$ cat src/rtl/pipe_hazard_pkg.sv
// pipe_hazard_pkg
// Shared definitions for the pipeline hazard sequencer:
//   - hz_state_e      : sequencer FSM states (RUN, DRAIN, FLUSH)
//   - *_DEF constants : default NUM_STAGES / WDOG_W / PERF_W values
package pipe_hazard_pkg;

   localparam int NUM_STAGES_DEF = 5;
   localparam int WDOG_W_DEF     = 8;
   localparam int PERF_W_DEF     = 32;

   typedef enum logic [1:0] {
      ST_RUN   = 2'd0,
      ST_DRAIN = 2'd1,
      ST_FLUSH = 2'd2
   } hz_state_e;

endpackage

$ cat src/rtl/pipe_stall_watchdog.sv
// pipe_stall_watchdog
// Counts consecutive cycles with stall_any high and raises a sticky error
// once the count reaches 2^WDOG_W-1.
// Ports:
//   clk, reset_n : clock, asynchronous active-low reset
//   stall_any    : a stall is being honoured this cycle
//   clr          : clears the sticky error (trap commit)
//   err          : sticky stall-timeout flag
module pipe_stall_watchdog
   import pipe_hazard_pkg::*;
#(
   parameter int WDOG_W = WDOG_W_DEF
) (
   input  logic clk,
   input  logic reset_n,
   input  logic stall_any,
   input  logic clr,
   output logic err
);

   localparam logic [WDOG_W-1:0] CNT_MAX = '1;

   logic [WDOG_W-1:0] cnt;

   always_ff @(posedge clk or negedge reset_n) begin
      if (!reset_n) begin
         cnt <= '0;
         err <= 1'b0;
      end else begin
         if (!stall_any)
            cnt <= '0;
         else if (cnt != CNT_MAX)
            cnt <= cnt + 1'b1;

         // The error is raised on the edge at which the count reaches its
         // maximum, and re-raised if the stall persists after a clear.
         if (clr)
            err <= 1'b0;
         else if (stall_any && (cnt >= CNT_MAX - 1'b1))
            err <= 1'b1;
      end
   end

endmodule

$ cat src/rtl/pipeline_hazard_sequencer.sv
// pipeline_hazard_sequencer
// Central stall / flush / trap sequencer for an in-order pipeline.
// Register index 0 is the PC, index j is the register feeding stage j.
// Ports:
//   clk, reset_n          : clock, asynchronous active-low reset
//   stall_req, flush_req  : per-stage stall / redirect requests (level)
//   trap, trap_ret        : trap and xRET requests from the CSR unit
//   mem_busy              : data-bus transaction outstanding
//   reg_en, reg_clr       : per-register enable / synchronous clear
//   trap_ack              : one-cycle commit pulse of a trap or xRET
//   flush_taken           : a redirect flush is applied this cycle
//   wdog_err              : sticky stall-timeout flag
//   stall_cycles, flush_count, trap_count : performance counters
// Build option: define PIPE_HAZARD_PERF_EN to build the performance
// counters; otherwise the counter outputs are tied to zero.
module pipeline_hazard_sequencer
   import pipe_hazard_pkg::*;
#(
   parameter int NUM_STAGES = NUM_STAGES_DEF,
   parameter int WDOG_W     = WDOG_W_DEF,
   parameter int PERF_W     = PERF_W_DEF
) (
   input  logic                  clk,
   input  logic                  reset_n,
   input  logic [NUM_STAGES-1:0] stall_req,
   input  logic [NUM_STAGES-1:0] flush_req,
   input  logic                  trap,
   input  logic                  trap_ret,
   input  logic                  mem_busy,
   output logic [NUM_STAGES-1:0] reg_en,
   output logic [NUM_STAGES-1:0] reg_clr,
   output logic                  trap_ack,
   output logic                  flush_taken,
   output logic                  wdog_err,
   output logic [PERF_W-1:0]     stall_cycles,
   output logic [PERF_W-1:0]     flush_count,
   output logic [PERF_W-1:0]     trap_count
);

   localparam logic [NUM_STAGES-1:0] LAST_ONLY = {1'b1, {(NUM_STAGES-1){1'b0}}};
   localparam logic [NUM_STAGES-1:0] ALL_BUT_PC = {{(NUM_STAGES-1){1'b1}}, 1'b0};

   // Bit i is set when any request at index >= i is set, i.e. bits 0..k
   // for the highest requesting index k.
   function automatic logic [NUM_STAGES-1:0] cover_below(input logic [NUM_STAGES-1:0] v);
      logic [NUM_STAGES-1:0] m;
      logic                  seen;
      seen = 1'b0;
      m    = '0;
      for (int i = NUM_STAGES - 1; i >= 0; i--) begin
         seen = seen | v[i];
         m[i] = seen;
      end
      return m;
   endfunction

   hz_state_e state, state_nxt;

   logic [NUM_STAGES-1:0] stall_cover, stall_bub;
   logic [NUM_STAGES-1:0] flush_cover, flush_hot, flush_clr;
   logic                  flush_ok;
   logic                  flush_apply;

   always_comb begin
      stall_cover = cover_below(stall_req);
      // Bubble goes into the register just past the oldest stalled stage;
      // the shift drops it when that stage is the last one.
      stall_bub   = (stall_cover << 1) & ~stall_cover;
      flush_cover = cover_below(flush_req);
      flush_hot   = flush_cover & ~(flush_cover >> 1);
      flush_clr   = ((flush_cover << 1) | flush_cover) & ALL_BUT_PC;
      // A stall at or beyond the redirecting stage means that stage has not
      // really resolved yet; the requester keeps flush_req asserted.
      flush_ok    = (|flush_req) && !(|(stall_cover & flush_hot));
   end

   always_ff @(posedge clk or negedge reset_n) begin
      if (!reset_n)
         state <= ST_RUN;
      else
         state <= state_nxt;
   end

   // trap and trap_ret drive the identical drain/flush sequence, so trap
   // taking precedence needs no separate bookkeeping: once the sequence is
   // entered further requests are not sampled until it returns to RUN.
   always_comb begin
      state_nxt   = state;
      reg_en      = '1;
      reg_clr     = '0;
      trap_ack    = 1'b0;
      flush_apply = 1'b0;
      case (state)
         ST_RUN: begin
            if (trap || trap_ret) begin
               // Hold the pipe while the redirect is pending; writeback retires.
               reg_en    = LAST_ONLY;
               state_nxt = mem_busy ? ST_DRAIN : ST_FLUSH;
            end else begin
               reg_clr = stall_bub;
               reg_en  = ~stall_cover;
               if (flush_ok) begin
                  reg_clr     = reg_clr | flush_clr;
                  flush_apply = 1'b1;
               end
               // A clear only lands if the register is enabled.
               reg_en = reg_en | reg_clr;
               if (flush_ok)
                  reg_en[0] = 1'b1;
            end
         end
         ST_DRAIN: begin
            reg_en = LAST_ONLY;
            if (!mem_busy)
               state_nxt = ST_FLUSH;
         end
         ST_FLUSH: begin
            reg_clr   = ALL_BUT_PC;
            trap_ack  = 1'b1;
            state_nxt = ST_RUN;
         end
         default: state_nxt = ST_RUN;
      endcase
   end

   // Register enables keep following the RUN equations in reset, but the
   // flush indication itself is suppressed.
   assign flush_taken = flush_apply & reset_n;

   pipe_stall_watchdog #(
      .WDOG_W (WDOG_W)
   ) u_wdog (
      .clk       (clk),
      .reset_n   (reset_n),
      .stall_any ((state == ST_RUN) && (|stall_req)),
      .clr       (trap_ack),
      .err       (wdog_err)
   );

`ifdef PIPE_HAZARD_PERF_EN
   localparam logic [PERF_W-1:0] PERF_MAX = '1;

   function automatic logic [PERF_W-1:0] sat_inc(input logic [PERF_W-1:0] v, input logic inc);
      return (inc && (v != PERF_MAX)) ? v + 1'b1 : v;
   endfunction

   always_ff @(posedge clk or negedge reset_n) begin
      if (!reset_n) begin
         stall_cycles <= '0;
         flush_count  <= '0;
         trap_count   <= '0;
      end else begin
         stall_cycles <= sat_inc(stall_cycles, ~&reg_en);
         flush_count  <= sat_inc(flush_count, flush_taken);
         trap_count   <= sat_inc(trap_count, trap_ack);
      end
   end
`else
   assign stall_cycles = '0;
   assign flush_count  = '0;
   assign trap_count   = '0;
`endif

endmodule

$ cat config.mk
export PLATFORM = sky130hd
export DESIGN_NAME = pipeline_hazard_sequencer
export DESIGN_NICKNAME = d
export VERILOG_FILES = /design/src/rtl/pipe_hazard_pkg.sv /design/src/rtl/pipe_stall_watchdog.sv /design/src/rtl/pipeline_hazard_sequencer.sv
export SDC_FILE = /design/constraint.sdc
export NUM_CORES = 1
export LEC_CHECK = 0
export ABC_AREA = 1
export CAP_MARGIN = 20
export CELL_PAD_IN_SITES_DETAIL_PLACEMENT = 1
export CELL_PAD_IN_SITES_GLOBAL_PLACEMENT = 1
export CORE_MARGIN = 1
export CORE_UTILIZATION = 24
export CTS_CLUSTER_SIZE = 16
export DETAILED_ROUTE_END_ITERATION = 16
export GPL_TIMING_DRIVEN = 1
export PLACE_DENSITY_LB_ADDON = 0.12
export SYNTH_ARGS = -nofsm -noshare
export SYNTH_HDL_FRONTEND = slang
export SYNTH_HIERARCHICAL = 1
export SYNTH_SLANG_ARGS = --single-unit
$ cat constraint.sdc
create_clock -name clk -period 2.23 [get_ports clk]
set_clock_uncertainty 0.05 [all_clocks]
set_input_delay 0.5575 -clock clk [delete_from_list [all_inputs] [get_ports clk]]
set_output_delay 0.5575 -clock clk [all_outputs]
set_load 0.01 [all_outputs]
==> flow_summary.ini, run 1 <==
[global_route]
grt_pass1_vias = 1125
grt_usage_pct = 9.699
antenna_found_initial = 0
grt_pass1_wl_um = 5382
grt_max_degree = 12
grt_overflow = 0

[clock_tree]
cts_max_path_buffers = 2
path_clk_slew_ns = 0.06
htree_levels = 1
cts_root_buf = clkbuf_8
cts_tree = built
cts_inserted_buffers = 3
clk_latency_ns = 0.24
cts_sinks = 11
cts_hold_buf = 0

[layout]
n_antenna_cell = 0
final_nets = 300
synthToLayoutAreaGrowth_pct = 14.30
final_layout_size_suffix_gt1_share_pct = 24.47
fin_area_um2 = 1821

[timing]
fin_setup_tns_ns = 0
hold_viol = 0
max_freq_mhz = 458.6
setup_viol = 0
timing.final.ws_setup_ns = 0.04968
drv_slew = 0
post-route-period-util_pct = 97.77
fin_hold_ws_ns = 0.4366
period_minus_slack_ns = 2.180

[worst_setup_path]
slowest_stage = clkdlybuf4s15_1
path_common_cell = nand2_1
crit_required_ns = 1.62
crit_family = buffers and inverters
worstSetupPathType = input port to output pin
path_buf_inv = 3
r2r_slack_ns = 0.88
cp_cell_sequence = clkdlybuf4s15_1 -> nor2_4 -> buf_4 -> nand2_2 -> nand2_4 -> o21ai_1 -> nand2_1 -> nand2_1 -> buf_6
startpoint_type = input port
path_max_fanout = 4
cp-end-kind = output pin
worst_ep_arrival_time_ns = 1.57
slowest_delay_ns = 0.25

[detailed_routing]
drt-initial-drc-count = 13
drt.antenna.violating_nets = 0
viasPerCell = 3.365
drtPass1Iterations = 3
routedWlPerCell_um = 9.799
drc_errors = 0
via_count = 1208
wl_um = 3518

[placement]
dpl-instance-area_um2 = 1713
routabilityCongestion = 0.7680
portBuffers = 26
place_ws_ns = -0.6548
hpwlAfterDp_um = 2832

[power]
total_power_mw = 0.7338
ir_worst_vdd_mv = 0.1722
power_density_nw_per_um2 = 403.1
p_leak_nw = 1.022

[floorplan]
fp.dieW_um = 83.47
coreArea_um2 = 6386
rows = 29
die-area_um2 = 6966
start_util_pct = 24.94
io_pins = 124
die_y_um = 83.47

[status]
status = finished, final reports clean

[yosys]
yosysTopAreaCell = buf_4
yosysSeqAreaShare_pct = 17.28
syn_avg_cell_area_um2 = 7.079
yosys-top-cells-area = buf_4, dfrtp_1, nand2_1
synthDominantCellAreaShare_pct = 45.72
synth_cell_types = 24
synth.cell_area_um2 = 1593
ys_seq_elements = 11
syn_inst = 225
synth_warnings = 6

[job]
cap_violations = 0

[min_path]
hold_path.class = register to register
## path summary, 6_finish.rpt
kind                                    start            end  cells after the start
max in group asynchronous             reset_n       state[0]                      2
min in group asynchronous             reset_n  u_wdog/cnt[3]                      2
worst min-delay path            u_wdog/cnt[3]  u_wdog/cnt[3]                      1
worst min register to register  u_wdog/cnt[3]  u_wdog/cnt[3]                      1
worst max register to register       state[0]     u_wdog/err                      8
worst max-delay path             flush_req[4]      reg_en[1]                      9
## cell usage after synthesis, drive strengths merged
| library cell | instances |
|---|---|
| o21ai | 8 |
| a31oi | 2 |
| buf | 98 |
| nand3b | 2 |
| conb | 1 |
| nand3 | 11 |
| ha | 2 |
| a21oi | 4 |
| inv | 17 |
| or2 | 1 |
| nand2 | 41 |
| nor2 | 24 |
| dfrtp | 11 |
| nor3 | 3 |
## per-layer routing
metal / GRT usage [%] / part of all wire, % / vias to the layer above
li1: - / - / 612
met4: 3.698 / 1.2 / 0
met2: 15.80 / 50 / 63
met5: 0 / 0 / -
met1: 12.79 / 42 / 529
met3: 1.682 / 6.4 / 4
## logic make-up after synthesis
logic type               Yosys count  synth area share [%]
adder cells (fa/ha/maj)            2                 1.571
other                              1                0.2354
buffers and inverters            115                 50.43
flip-flops                        11                 17.28
AND/OR/NAND/NOR                   82                 24.74
AO/OA/AOI/OAI                     14                 5.735
## stage by stage
stage	cells	util, %
floorplan	321	-
global placement	345	26.82
detailed placement	345	26.82
CTS	359	28.53
global route	359	28.51
finish	359	28.51
## worst reg2reg max path, delay by kind of cell (launching register included)
kind | cells | cell delay, ns
AOI/OAI and AO/OA | 1 | 0.13
buffers and inverters | 2 | 0.26
and+or+nand+nor | 5 | 0.44
DFF | 1 | 0.41
## final cells by class
type / count / area, um^2
Fill cell: 845 / 4566
Inverter: 17 / 63.81
Sequential cell: 11 / 275.3
Multi-Input combinational cell: 195 / 905.9
Timing Repair Buffer: 55 / 434.2
Tap cell: 77 / 96.34
Clock buffer: 4 / 45.04
## timing repair
item,CTS,global route
setup buffers,10,0
resized for setup,59,18
setup endpoints to repair,11,10
pin swaps,16,11
## state kept, by name (all words and copies together), names as in the netlist
register    flops
u_wdog/err      1
state           2
u_wdog/cnt      8
## where the power goes
part	switching, mW	internal (mW)
logic	0.188	0.109
registers	0.0149	0.212
clock network	0.0836	0.126
total	0.287	0.447
## cell usage in the layout (no fill, tap or decap)
| master | count |
|---|---|
| conb_1 | 97 |
| nand2_1 | 34 |
| buf_4 | 27 |
| nor2_1 | 17 |
| nand3_1 | 11 |
| dfrtp_1 | 11 |
| inv_1 | 10 |
| inv_2 | 7 |
| dlygate4sd2_1 | 7 |
| nand2_2 | 6 |
| buf_2 | 6 |
| nor2_4 | 5 |
| o21ai_1 | 5 |
| clkdlybuf4s15_1 | 5 |
| buf_6 | 4 |
| clkbuf_8 | 3 |
| clkdlybuf4s50_1 | 3 |
| clkbuf_2 | 3 |
| a21oi_4 | 2 |
| nand3b_1 | 2 |
| nor2_2 | 2 |
| nor3_1 | 2 |
| a21oi_1 | 2 |
| o21ai_0 | 2 |
| ha_1 | 2 |
| o21ai_2 | 1 |
| nor3_4 | 1 |
| nand2_4 | 1 |
| a31oi_2 | 1 |
| clkbuf_1 | 1 |
| a31oi_1 | 1 |
| or2_0 | 1 |
(Power assumes the default switching activity.)
==> inputs of run 2 (changes only) <==
--- a/config.mk
+++ b/config.mk
@@ -10,9 +10,10 @@
 export CELL_PAD_IN_SITES_DETAIL_PLACEMENT = 1
 export CELL_PAD_IN_SITES_GLOBAL_PLACEMENT = 1
 export CORE_MARGIN = 1
-export CORE_UTILIZATION = 24
+export CORE_UTILIZATION = 44
 export CTS_CLUSTER_SIZE = 16
 export DETAILED_ROUTE_END_ITERATION = 16
+export DONT_BUFFER_PORTS = 1
 export GPL_TIMING_DRIVEN = 1
 export PLACE_DENSITY_LB_ADDON = 0.12
 export SYNTH_ARGS = -nofsm -noshare
==> run 2 against run 1 <==
Net effect:
- final cell count down 23%
- via count down 9.7%
- global-route usage up 5.5 points
- worst hold slack worse by 0.15 ns
- critical endpoint is now reg_en[3]
- register-to-register slack worse by 0.14 ns
- maximum frequency up 4.2%
- power down 22%
- largest cell class unchanged
- non-clock buffer count down 53
- sequential cell count unchanged
==> flow_summary.ini, run 2 (synthesis gave the netlist of run 1 again) <==
[timing]
relSlewSlack_pct = 62.52
max_freq_mhz = 477.9
setup_viol = 0
hold_viol = 0
drv_slew = 0
fin_setup_tns_ns = 0
rsz0062_at_grt = false
period_minus_slack_ns = 2.092
fin_hold_ws_ns = 0.2885
post-route-period-util_pct = 93.83
tightest_slew_ns = 0.5603

[layout]
reg_top3 = u_wdog/cnt (8), state (2), u_wdog/err (1)
fillers = 509
n_antenna_cell = 0
final_layout_size_suffix_gt1_share_pct = 9.607
largest-register = u_wdog/cnt
final_cell_mix = conb_1, nand2_1, nor2_1, inv_1
synthToLayoutAreaGrowth_pct = -17.36
fin_area_um2 = 1316
final_nets = 247
layout_commonest_cell = conb_1
largest_reg_flops = 8
postLayoutCoreUtil_pct = 38.83

[worst_setup_path]
r2r-start = state[1]
slowest_delay_ns = 0.45
cp_cell_sequence = nor3_4 -> inv_2 -> o21ai_0
path_max_fanout = 6
slowest_stage = dfrtp_1
crit_family = flip-flops
r2r-end = u_wdog/err
worstSetupPathType = register to output pin
reg2reg_depth = 7
cp-end-kind = output pin
worst_ep_arrival_time_ns = 1.48
path_buf_inv = 1
r2r_slack_ns = 0.74
startpoint_type = register
crit_required_ns = 1.62

[power]
ir_worst_vdd_mv = 0.2826
total_power_mw = 0.5723
p_leak_nw = 0.7586
power_density_nw_per_um2 = 434.8

[clock_tree]
cts_inserted_buffers = 3
path_clk_slew_ns = 0.08
clk_latency_ns = 0.28
cts_sinks = 11
cts_max_path_buffers = 2
cts_tree = built
cts_root_buf = clkbuf_4
cts_setup_buffers = 0
htree_levels = 1

[floorplan]
rows = 21
die_y_um = 62.17
coreArea_um2 = 3390
fp.dieW_um = 62.17
die-area_um2 = 3864
io_pins = 124
start_util_pct = 46.99

[detailed_routing]
drc_errors = 0
wl_um = 3026
routedWlPerCell_um = 11.00
drt-initial-drc-count = 30
drt.antenna.violating_nets = 0
viasPerCell = 3.967
via_count = 1091
drtPass1Iterations = 4

[min_path]
min_from = mem_busy
min_to = state[1]
worstHoldPathCells = 1
hold_path.class = input port to register

[global_route]
grt_usage_pct = 15.18
grt_max_degree = 12
grt_pass1_wl_um = 4581
grt_overflow = 0
antenna_found_initial = 0
grt_pass1_vias = 933

[placement]
routabilityCongestion = 0.8327
dpl-instance-area_um2 = 1279
hpwlAfterDp_um = 2534
portBuffers = 0

[status]
status = finished, final reports clean

[job]
cap_violations = 0
[run 2: cell types whose count changed in the layout (fill, tap and decap cells not counted), sizes merged]
cell | before | now
dlygate4sd2 | 7 | 0
clkdlybuf4s50 | 3 | 0
clkdlybuf4s15 | 5 | 0
clkbuf | 7 | 3
dlygate4sd3 | 0 | 1
buf | 37 | 1
clkinv | 0 | 1
[run 2: where the power goes]
group	total [mW]	switching [mW]	internal, mW
Combinational	0.196	0.157	0.0391
Sequential	0.231	0.0193	0.212
Clock	0.145	0.0783	0.0666
Total	0.572	0.255	0.317
[run 2: per-layer routing]
layer	routed length, um	global-route usage, %
met3	295	4.412
met1	1158	16.80
met5	0	0
met4	31	6.105
met2	1540	27.06
[run 2: worst max-delay path by stage]
stage                      start          end  slack, ns  depth (start not counted)
finish                  state[0]    reg_en[3]       0.14                          3
global route            state[0]  flush_taken       0.06                          5
CTS                     state[0]   reg_clr[4]       0.09                          3
detailed placement  stall_req[0]    reg_en[0]       0.27                          9
global placement    stall_req[0]    reg_en[1]       0.31                         11
floorplan           stall_req[4]    reg_en[0]       0.43                          5
[run 2: final cells by class]
cell class              instances  area (um^2)  area share (%)
inverters                      17        63.81           4.848
clock buffers                   3        22.52           1.711
well taps                      46        57.56           4.373
multi-input cells             195        874.6           66.45
clock inverters                 1        5.005          0.3802
flip-flops and latches         11        275.3           20.91
repair buffers                  2        17.52           1.331
[run 2: stage by stage]
stage	instances	setup WS, ns
floorplan	321	0.4252
global placement	270	0.3114
detailed placement	270	0.2699
CTS	275	0.08515
global route	275	0.06491
finish	275	0.1376
[run 2: what timing repair did]
| action | 4_1_cts | 5_1_grt |
|---|---|---|
| endpoints found under the setup margin | 0 | 3 |
| hold buffers | 1 | 0 |
| gates resized for setup | 0 | 1 |
| hold endpoints to repair | 11 | 0 |
